`src/rtl/moving_avg_ctrl.sv`:
```
// Sequences samples into the moving-average datapath: load strobe, LAT-cycle wait, then present the average.
// Handshake to out_valid takes LAT+2 cycles; in_ready is only high in IDLE, so a stalled output backpressures upstream.
module moving_avg_ctrl #(
  parameter int DW       = 8,
  parameter int WIN_LOG2 = 2,
  parameter int LAT      = 2
) (
  input  logic                 clk,
  input  logic                 rst,
  input  logic                 clear,
  input  logic                 in_valid,
  output logic                 in_ready,
  input  logic signed [DW-1:0] in_data,
  output logic signed [DW-1:0] dp_num,
  output logic                 dp_load,
  output logic                 dp_clr,
  input  logic signed [DW-1:0] dp_avg,
  output logic                 out_valid,
  input  logic                 out_ready,
  output logic signed [DW-1:0] out_avg,
  output logic [WIN_LOG2:0]    fill
);

  localparam int              WIN_I  = 1 << WIN_LOG2;
  localparam logic [WIN_LOG2:0] WIN  = WIN_I[WIN_LOG2:0];
  localparam logic [3:0]      LAT_M1 = 4'(LAT - 1);

  typedef enum logic [1:0] {S_IDLE, S_LOAD, S_WAIT, S_PRESENT} state_t;

  state_t                r_state;
  logic [3:0]            r_cnt;
  logic [WIN_LOG2:0]     r_fill;
  logic signed [DW-1:0]  r_dp_num;
  logic signed [DW-1:0]  r_out_avg;
  logic                  r_dp_load;
  logic                  r_dp_clr;
  logic                  r_out_valid;
  logic                  r_clr_d;

  // rst gates in_ready so nothing is offered as accepted while reset is held.
  assign in_ready  = rst & ~clear & (r_state == S_IDLE);
  assign dp_num    = r_dp_num;
  assign dp_load   = r_dp_load;
  assign dp_clr    = r_dp_clr;
  assign out_valid = r_out_valid;
  assign out_avg   = r_out_avg;
  assign fill      = r_fill;

  always_ff @(posedge clk or negedge rst) begin
    if (!rst) begin
      r_state     <= S_IDLE;
      r_cnt       <= '0;
      r_fill      <= '0;
      r_dp_num    <= '0;
      r_out_avg   <= '0;
      r_dp_load   <= 1'b0;
      r_dp_clr    <= 1'b0;
      r_out_valid <= 1'b0;
      r_clr_d     <= 1'b0;
    end else begin
      r_dp_load <= 1'b0;
      r_dp_clr  <= 1'b0;
      r_clr_d   <= clear;
      if (clear) begin
        // Flush overrides everything, including an output being taken this cycle.
        r_state     <= S_IDLE;
        r_fill      <= '0;
        r_out_valid <= 1'b0;
        r_dp_clr    <= ~r_clr_d;
      end else begin
        case (r_state)
          S_IDLE: begin
            if (in_valid) begin
              r_dp_num  <= in_data;
              r_dp_load <= 1'b1;
              r_state   <= S_LOAD;
              if (r_fill != WIN) r_fill <= r_fill + 1'b1;
            end
          end
          S_LOAD: begin
            r_cnt   <= LAT_M1;
            r_state <= S_WAIT;
          end
          S_WAIT: begin
            if (r_cnt == 4'd0) begin
              if (r_fill == WIN) begin
                r_out_avg   <= dp_avg;
                r_out_valid <= 1'b1;
                r_state     <= S_PRESENT;
              end else begin
                r_state <= S_IDLE;
              end
            end else begin
              r_cnt <= r_cnt - 4'd1;
            end
          end
          S_PRESENT: begin
            if (out_ready) begin
              r_out_valid <= 1'b0;
              r_state     <= S_IDLE;
            end
          end
          default: r_state <= S_IDLE;
        endcase
      end
    end
  end

endmodule

```
`config.mk`:
```
export PLATFORM = sky130hd
export DESIGN_NAME = moving_avg_ctrl
export DESIGN_NICKNAME = d
export VERILOG_FILES = /design/src/rtl/moving_avg_ctrl.sv
export SDC_FILE = /design/constraint.sdc
export NUM_CORES = 1
export LEC_CHECK = 0
export ABC_AREA = 1
export CAP_MARGIN = 30
export CORE_ASPECT_RATIO = 0.8
export CORE_MARGIN = 2
export CORE_UTILIZATION = 45
export DETAILED_ROUTE_END_ITERATION = 7
export PLACE_DENSITY = 0.75
export SLEW_MARGIN = 0
export SYNTH_ARGS = -nofsm -noshare
export SYNTH_HDL_FRONTEND = slang
export SYNTH_SLANG_ARGS = --single-unit
```
`constraint.sdc`:
```
create_clock -name clk -period 1.8 [get_ports clk]
set_input_delay 0.36 -clock clk [delete_from_list [all_inputs] [get_ports clk]]
set_output_delay 0.36 -clock clk [all_outputs]
set_load 0.01 [all_outputs]
```
==> impl_metrics.csv, run 1 <==
group,metric,value,unit
cts,postCtsHoldBufs,0,
worst_hold_path,hold_start,"r_clr_d$_DFF_PN0_",
cts,clk_latency,0.28,ns
routing,drtIter0Drc,67,
cts,clk_path_buf_depth,2,
timing,slew_headroom,0.758,
grt,grt_first_pass_wirelength,4880,um
die,dieArea,3460,um2
setup_path,crit_type,"flip-flop to primary output",
timing,holdWs,0.405,ns
cts,tritoncts,"yes",
routing,via_per_inst,4.82,
place,place.gp.congestion,0.851,
grt,grtUsageMet2,0.332,
final_layout,final_common_cell,"nand2_1",
place,dp_slack,-0.0687,ns
run,drv_cap,0,
place,portBuffers,43,
setup_path,rrSetupSlack,0.26,ns
synth,syn_avg_cell_area,8.67,um2
final_layout,drive_above_1_share,0.147,
die,die_h,53.0,um
timing,hold_viol,0,
power,p_total,2.42,mW
power,ir_worst_vdd,0.00101,V
synth,synth-seq-area-share,0.537,
final_layout,diodes,0,
synth,synthSimpleGateAreaFrac,0.285,
setup_path,arrival,1.30,ns
final_layout,final_area,1940,um2
grt,met3_usage,0.0638,
final_layout,fin_util,0.692,
cts,htree_levels,2,
synth,syn_nets,181,
place,post-dp-hpwl,2170,um
setup_path,required,1.44,ns
die,die_x,65.3,um
cts,cts_inserted_buffers,5,
die,core,2810,um2
setup_path,r2r_start,"r_cnt[0]$_DFFE_PN0P_",
worst_hold_path,hold_depth,1,
grt,antenna_found_initial,0,
timing,fin_crit,1.66,ns
timing,grt_setup_unrepaired,"no",
final_layout,final.fill_count,242,
worst_hold_path,whs_endpoint,"dp_clr$_DFF_PN0_",
final_layout,regArea,726,um2
synth,synth_top_family_by_area,"simple AND/OR/NAND/NOR gates",
synth,synthAdderAreaFrac,0.0370,
routing,wl_per_cell,11.8,um
worst_hold_path,worstHoldPathType,"flip-flop to flip-flop",
setup_path,cp_slowest_cell,"clkdlybuf4s50_1",
power,p_per_area,1250,nW/um2
setup_path,crit_path_end_kind,"primary output",
cts,cts_setup_buffers,0,
setup_path,start_kind,"flip-flop",
routing,drc,0,
synth,ys_ff_latch,29,
die,io_pins,44,
cts,cts.sinks,29,
place,post-place-cells,241,
die,start_util,0.482,
setup_path,crit_fanout,6,
setup_path,crit_start,"fill[2]$_DFFE_PN0P_",
die,core.rowCount,17,
synth,yosys_warnings,0,
synth,synth_compound_area_frac,0.0833,
cts,clk_pin_slew,0.07,ns
place,placed_area,1860,um2
grt,grt.total_usage,0.194,
setup_path,path_buf_inv,1,
outcome,status,"finished clean",
timing,worst_pin_slew,0.362,ns
setup_path,worst_path_largest_cell_delay,0.57,ns
timing,fin_ws,0.138,ns
final_layout,multi_input_area,548,um2
final_layout,final_cell_mix,"57 x nand2_1, 42 x clkdlybuf4s50_1, 29 x dfrtp_1",
routing,postRouteAntennaNets,0,
synth,synth.mux.area_fraction,0,
setup_path,cp_top_family,"buffers and inverters",
grt,grt-busiest-layer,"met2",
timing,max_freq,602,MHz
final_layout,fin_cells,249,
synth,syn_area,1350,um2
synth,synthDistinctLibCells,19,
grt,grt_max_degree,30,
synth,synth_cells,156,
timing,clock_skew,0.00931,ns
grt,grt_pass1_vias,1116,
cts,clockRootBuffer,"clkbuf_8",
timing,slew_violations,0,
final_layout,syn_to_final_growth,43.6,%
grt,grt_util_met1,0.217,
routing,drt-pass1-iter-count,4,
power,power_leakage,0.962,nW
grt,grt_overflow,0,
setup_path,reg2reg_to,"out_avg[0]$_DFFE_PN0P_",
setup_path,r2r_cells,7,
routing,num_vias,1201,
timing,post-route-period-util,0.923,
synth,synth_xor_area_frac,0,
timing,fin_setup_tns,0,ns
routing,routed_wl,2930,um
final_layout,nets,235,
timing,setup_viol,0,
setup_path,worstPathCellList,"clkdlybuf4s50_1",
where the power goes:
part	internal, mW	leakage, nW	total, mW	switching (mW)
sequential	0.815	0.381	0.923	0.107
clock	0.266	0.0439	0.525	0.258
combinational	0.468	0.536	0.971	0.504
sequential cells by signal (all words and copies together), names as in the netlist:
signal / cells
dp_num: 8
r_clr_d: 1
out_avg: 8
r_cnt: 4
r_state: 2
out_valid: 1
dp_clr: 1
fill: 3
dp_load: 1
kinds of logic (layout without fill, tap and decap cells):
logic type                 count (synthesis)  after routing
and+or+nand+nor                           88             88
DFF                                       29             29
AOI/OAI and AO/OA                         16             16
adders and majority gates                  4              4
buffers and inverters                     19             74
final cells by class:
class,count,share of cell area
multi-input cells,108,0.282
clock inverters,3,0.00902
clock buffers,5,0.0354
flip-flops and latches,29,0.374
well taps,38,0.0245
repair buffers,48,0.240
inverters,18,0.0348
layer usage:
metal,wire (um),share of wire
met3,187,0.064
met1,1230,0.42
met2,1460,0.50
met4,55,0.019
met5,0,0
how the worst max path moves through the flow:
stage | end | cells past startpoint
2_1_floorplan | out_avg[2]$_DFFE_PN0P_ | 8
3_3_place_gp | in_ready | 4
3_5_place_dp | in_ready | 4
4_1_cts | fill[2] | 1
5_1_grt | out_avg[6]$_DFFE_PN0P_ | 7
6_report | fill[2] | 1
synthesized netlist by cell type:
cell type | n | area (um2)
o21ai_2 | 8 | 70.1
a21oi_1 | 2 | 10.0
buf_6 | 1 | 11.3
nand4_1 | 2 | 12.5
nand3_4 | 1 | 17.5
nor2_2 | 1 | 6.26
inv_1 | 15 | 56.3
nand3_2 | 1 | 10.0
dfrtp_1 | 29 | 726
nand2_1 | 57 | 214
nor2_1 | 12 | 45.0
or2_2 | 2 | 12.5
nor2_4 | 1 | 11.3
nand3_1 | 10 | 50.1
ha_1 | 4 | 50.1
nand2_2 | 1 | 6.26
inv_2 | 3 | 11.3
a21o_1 | 1 | 7.51
o21ai_1 | 5 | 25.0
worst register-to-register path, cell delays in order (launching register included):
cell,delay (ns)
dfrtp_1,0.36
inv_1,0.15
ha_1,0.19
nand2_1,0.05
nor2_1,0.22
nand3_4,0.26
nand2_1,0.15
o21ai_2,0.06
timing repair:
action                     in CTS  in global routing
setup endpoints to repair       1                  0
gates resized for setup         1                  0
hold endpoints to repair        0                  0
No activity file was read; power rests on OpenSTA's default activity.
==> inputs of run 2 (changes only) <==
Settings changed: PLACE_DENSITY 0.75 to default, PLACE_DENSITY_LB_ADDON from default to 0.12.
==> run 2 against run 1 <==
Against the previous run:
- first-iteration DRC count decreased by 48%
- worst hold slack got worse by 0.0076 ns
- count of clock-buffer cells in the layout increased by 2
- setup slack improved by 0.025 ns
- utilization unchanged
- largest cell class unchanged
- combinational power about the same
- maximum frequency increased by 1.5%
- clock skew decreased by 0.0070 ns
- via count decreased by 2.3%
- die area unchanged
- critical path depth unchanged
- sequential cell count unchanged
==> impl_metrics.csv, run 2 (same netlist as run 1, synthesis figures left out) <==
group,metric,value,unit
final_layout,syn_to_final_growth,43.6,%
grt,grt_first_pass_wirelength,4860,um
cts,cts_inserted_buffers,5,
setup_path,cp.depth,1,
setup_path,worst_path_largest_cell_delay,0.57,ns
final_layout,final_area,1940,um2
die,die_x,65.3,um
timing,clock_skew,0.00227,ns
timing,worst_pin_slew,0.363,ns
cts,clk_path_buf_depth,2,
setup_path,required,1.44,ns
timing,fin_crit,1.64,ns
die,core.rowCount,17,
die,die_h,53.0,um
die,start_util,0.482,
worst_hold_path,hold_start,"r_clr_d$_DFF_PN0_",
final_layout,fin_util,0.692,
cts,clk_latency,0.27,ns
die,core,2810,um2
place,placed_area,1860,um2
die,dieArea,3460,um2
cts,tritoncts,"yes",
grt,grt.total_usage,0.190,
cts,htree_levels,2,
routing,postRouteAntennaNets,0,
cts,cts_setup_buffers,0,
routing,drc,0,
power,p_per_area,1240,nW/um2
grt,antenna_found_initial,0,
setup_path,crit_fanout,6,
routing,routed_wl,2770,um
setup_path,cp_top_family,"buffers and inverters",
setup_path,path_buf_inv,1,
worst_hold_path,whs_endpoint,"dp_clr$_DFF_PN0_",
final_layout,final_common_cell,"nand2_1",
place,place.gp.congestion,0.841,
worst_hold_path,worstHoldPathType,"flip-flop to flip-flop",
grt,grt_pass1_vias,1149,
cts,cts.sinks,29,
setup_path,r2r_start,"r_cnt[0]$_DFFE_PN0P_",
final_layout,drive_above_1_share,0.138,
power,power_leakage,0.962,nW
place,post-dp-hpwl,2080,um
setup_path,start_kind,"flip-flop",
die,io_pins,44,
routing,via_per_inst,4.73,
timing,post-route-period-util,0.909,
setup_path,rrSetupSlack,0.26,ns
timing,setup_viol,0,
setup_path,arrival,1.28,ns
timing,slew_headroom,0.758,
place,portBuffers,43,
power,ir_worst_vdd,0.000897,V
timing,slew_violations,0,
final_layout,diodes,0,
final_layout,final_cell_mix,"57 x nand2_1, 42 x clkdlybuf4s50_1, 29 x dfrtp_1",
routing,drt-pass1-iter-count,5,
setup_path,cp_slowest_cell,"clkdlybuf4s50_1",
cts,clockRootBuffer,"clkbuf_8",
final_layout,nets,235,
worst_hold_path,hold_depth,1,
timing,max_freq,611,MHz
setup_path,r2r_cells,7,
timing,hold_viol,0,
grt,grt_max_degree,30,
outcome,status,"finished clean",
cts,clk_pin_slew,0.06,ns
setup_path,crit_type,"flip-flop to primary output",
routing,drtIter0Drc,35,
grt,grt_overflow,0,
timing,grt_setup_unrepaired,"no",
run,drv_cap,0,
routing,wl_per_cell,11.2,um
setup_path,reg2reg_to,"out_avg[5]$_DFFE_PN0P_",
routing,num_vias,1173,
setup_path,worstPathCellList,"clkdlybuf4s50_1",
setup_path,crit_path_end_kind,"primary output",
[run 2: cell count changes in the layout (fill, tap and decap cells not counted), sizes merged]
cell      before  now
clkinv         2    0
clkinvlp       1    0
clkbuf         5    7
[run 2: how the worst max path moves through the flow]
| stage | from | end | slack [ns] |
|---|---|---|---|
| floorplan | fill[0]$_DFFE_PN0P_ | out_avg[2]$_DFFE_PN0P_ | 0.39 |
| global placement | rst | in_ready | -0.06 |
| detailed placement | rst | in_ready | -0.07 |
| CTS | fill[2]$_DFFE_PN0P_ | fill[2] | 0.14 |
| global route | r_cnt[0]$_DFFE_PN0P_ | out_avg[7]$_DFFE_PN0P_ | 0.07 |
| finish | fill[2]$_DFFE_PN0P_ | fill[2] | 0.16 |
[run 2: area by class of cell]
cell class | instances | area, um2
flip-flops and latches | 29 | 726
multi-input cells | 108 | 548
fillers | 253 | 866
repair buffers | 48 | 467
well taps | 38 | 47.5
clock buffers | 7 | 86.3
inverters | 18 | 67.6
[run 2: power by group]
group	internal, mW	total, mW	switching (mW)	leakage [nW]
logic	0.468	0.969	0.500	0.536
registers	0.816	0.918	0.102	0.381
clock network	0.302	0.520	0.218	0.0443
[run 2: stage by stage]
stage / setup WS [ns] / setup TNS [ns] / power [mW] / hold WS (ns) / std cells
2_1_floorplan: 0.392 / 0 / 1.43 / 0.0644 / 156
3_3_place_gp: -0.0569 / -0.0569 / 1.86 / 0.383 / 241
3_5_place_dp: -0.0680 / -0.0680 / 1.90 / 0.392 / 241
4_1_cts: 0.145 / 0 / 2.44 / 0.400 / 248
5_1_grt: 0.0746 / 0 / 2.60 / 0.418 / 248
6_report: 0.163 / 0 / 2.41 / 0.397 / 248
[run 2: layer usage]
layer	vias to the layer above	global-route usage	share of wire
li1	599	-	-
met1	528	0.221	0.43
met2	40	0.315	0.49
met3	6	0.0851	0.062
met4	0	0.0660	0.011
met5	-	0	0
[run 2: timing repair]
action                                  in CTS  in global routing
endpoints found under the setup margin       1                  0
resized for setup                            1                  0
hold buffers                                 0                  0
==> inputs of run 3 (changes only) <==
Settings changed: CORE_UTILIZATION 45 to 48.
Clock period 1.8 ns to 2 ns, I/O delays scaled along.
==> run 3 against run 2 <==
Against the previous run:
- critical path depth stayed put
- register-to-register slack better by 0.21 ns
- total power is 14% lower
- global-route usage is 2.0 points higher
- critical path type unchanged
- largest power group unchanged
==> impl_metrics.csv, run 3 (same netlist as run 1, synthesis figures left out) <==
group,metric,value,unit
outcome,status,"finished clean",
cts,tritoncts,"yes",
routing,wl_per_cell,11.9,um
timing,fin_setup_tns,0,ns
place,dp_slack,0.0218,ns
timing,worst_pin_slew,0.357,ns
cts,htree_levels,2,
setup_path,worst_path_largest_cell_delay,0.57,ns
timing,fin_crit,1.71,ns
grt,grt_overflow,0,
final_layout,fin_util,0.704,
power,p_per_area,1080,nW/um2
timing,grt_setup_unrepaired,"no",
setup_path,worstPathCellList,"clkdlybuf4s50_1",
setup_path,cp_top_family,"buffers and inverters",
cts,clk_pin_slew,0.07,ns
routing,drt-pass1-iter-count,4,
die,dieArea,3260,um2
die,io_pins,44,
timing,hold_viol,0,
cts,clockRootBuffer,"clkbuf_4",
timing,post-route-period-util,0.857,
cts,clk_latency,0.33,ns
die,die_x,63.4,um
power,p_total,2.07,mW
power,power_leakage,0.958,nW
setup_path,cp_slowest_cell,"clkdlybuf4s50_1",
timing,fin_ws,0.286,ns
routing,routed_wl,2950,um
setup_path,crit_type,"flip-flop to primary output",
cts,clk_path_buf_depth,2,
grt,grt.total_usage,0.210,
final_layout,final_common_cell,"nand2_1",
grt,antenna_found_initial,0,
setup_path,start_kind,"flip-flop",
final_layout,final_area,1920,um2
setup_path,crit_path_end_kind,"primary output",
cts,cts.sinks,29,
place,placed_area,1840,um2
routing,drtIter0Drc,46,
place,place.gp.congestion,0.895,
routing,via_per_inst,4.77,
final_layout,syn_to_final_growth,41.7,%
routing,num_vias,1183,
run,drv_cap,0,
routing,drc,0,
grt,grt_pass1_vias,1243,
die,core.rowCount,17,
place,post-dp-hpwl,2190,um
grt,grt_first_pass_wirelength,5160,um
setup_path,path_buf_inv,1,
grt,grt_max_degree,30,
timing,slew_headroom,0.762,
final_layout,nets,235,
worst_hold_path,worstHoldPathType,"flip-flop to flip-flop",
die,start_util,0.497,
final_layout,diodes,0,
final_layout,final_cell_mix,"57 x nand2_1, 42 x clkdlybuf4s50_1, 27 x dfrtp_1",
timing,max_freq,583,MHz
timing,setup_viol,0,
cts,postCtsHoldBufs,0,
setup_path,arrival,1.31,ns
final_layout,drive_above_1_share,0.148,
timing,slew_violations,0,
setup_path,crit_fanout,6,
routing,postRouteAntennaNets,0,
cts,cts_inserted_buffers,5,
timing,clock_skew,0.00887,ns
die,core,2720,um2
place,portBuffers,43,
die,die_h,51.5,um
setup_path,required,1.60,ns
power,ir_worst_vdd,0.000569,V
run 3: cell types whose count changed in the layout (fill, tap and decap cells not counted):
cell	delta
clkbuf_4	+5
clkbuf_8	-5
dfrtp_1	-2
dfrtp_2	+2
dlygate4sd2_1	-1
dlymetal6s2s_1	+1
run 3: worst paths after layout:
| kind | startpoint | to | slack (ns) | depth (start not counted) |
|---|---|---|---|---|
| max | fill[2]$_DFFE_PN0P_ | fill[2] | 0.29 | 1 |
| min | r_clr_d$_DFF_PN0_ | dp_clr$_DFF_PN0_ | 0.41 | 1 |
| max reg2reg | fill[1]$_DFFE_PN0P_ | out_avg[5]$_DFFE_PN0P_ | 0.47 | 7 |
| min reg2reg | r_clr_d$_DFF_PN0_ | dp_clr$_DFF_PN0_ | 0.41 | 1 |
| max in group asynchronous | rst | r_state[1]$_DFFE_PN0P_ | 1.20 | 2 |
| min in group asynchronous | rst | r_cnt[2]$_DFFE_PN0P_ | 0.51 | 2 |
run 3: power breakdown:
group          switching [mW]  internal, mW
clock                   0.192         0.165
sequential             0.0993         0.736
combinational           0.451         0.422
run 3: layout make-up:
class                      instances  area (um2)
fill                             225         806
sequential                        29         728
multi-input combinational        108         548
timing repair buffer              48         470
inverter                          18        67.6
clock buffer                       7        55.1
tap                               38        47.5
run 3: through the flow:
| step | hold WS (ns) | instances |
|---|---|---|
| global placement | 0.396 | 239 |
| floorplan | 0.104 | 156 |
| finish | 0.410 | 248 |
| global route | 0.430 | 248 |
| CTS | 0.421 | 248 |
| detailed placement | 0.391 | 239 |
run 3: metal layers:
layer  vias up  share of wire  global-route usage
met4         0          0.025               0.105
met3        10          0.055              0.0683
met1       543           0.42               0.247
met2        33           0.50               0.349
li1        597              -                   -
met5         -              0                   0
run 3: repair_timing:
| action | CTS | global route |
|---|---|---|
| setup endpoints to repair | 1 | 1 |
| gates resized for setup | 2 | 1 |
| setup buffers | 2 | 0 |
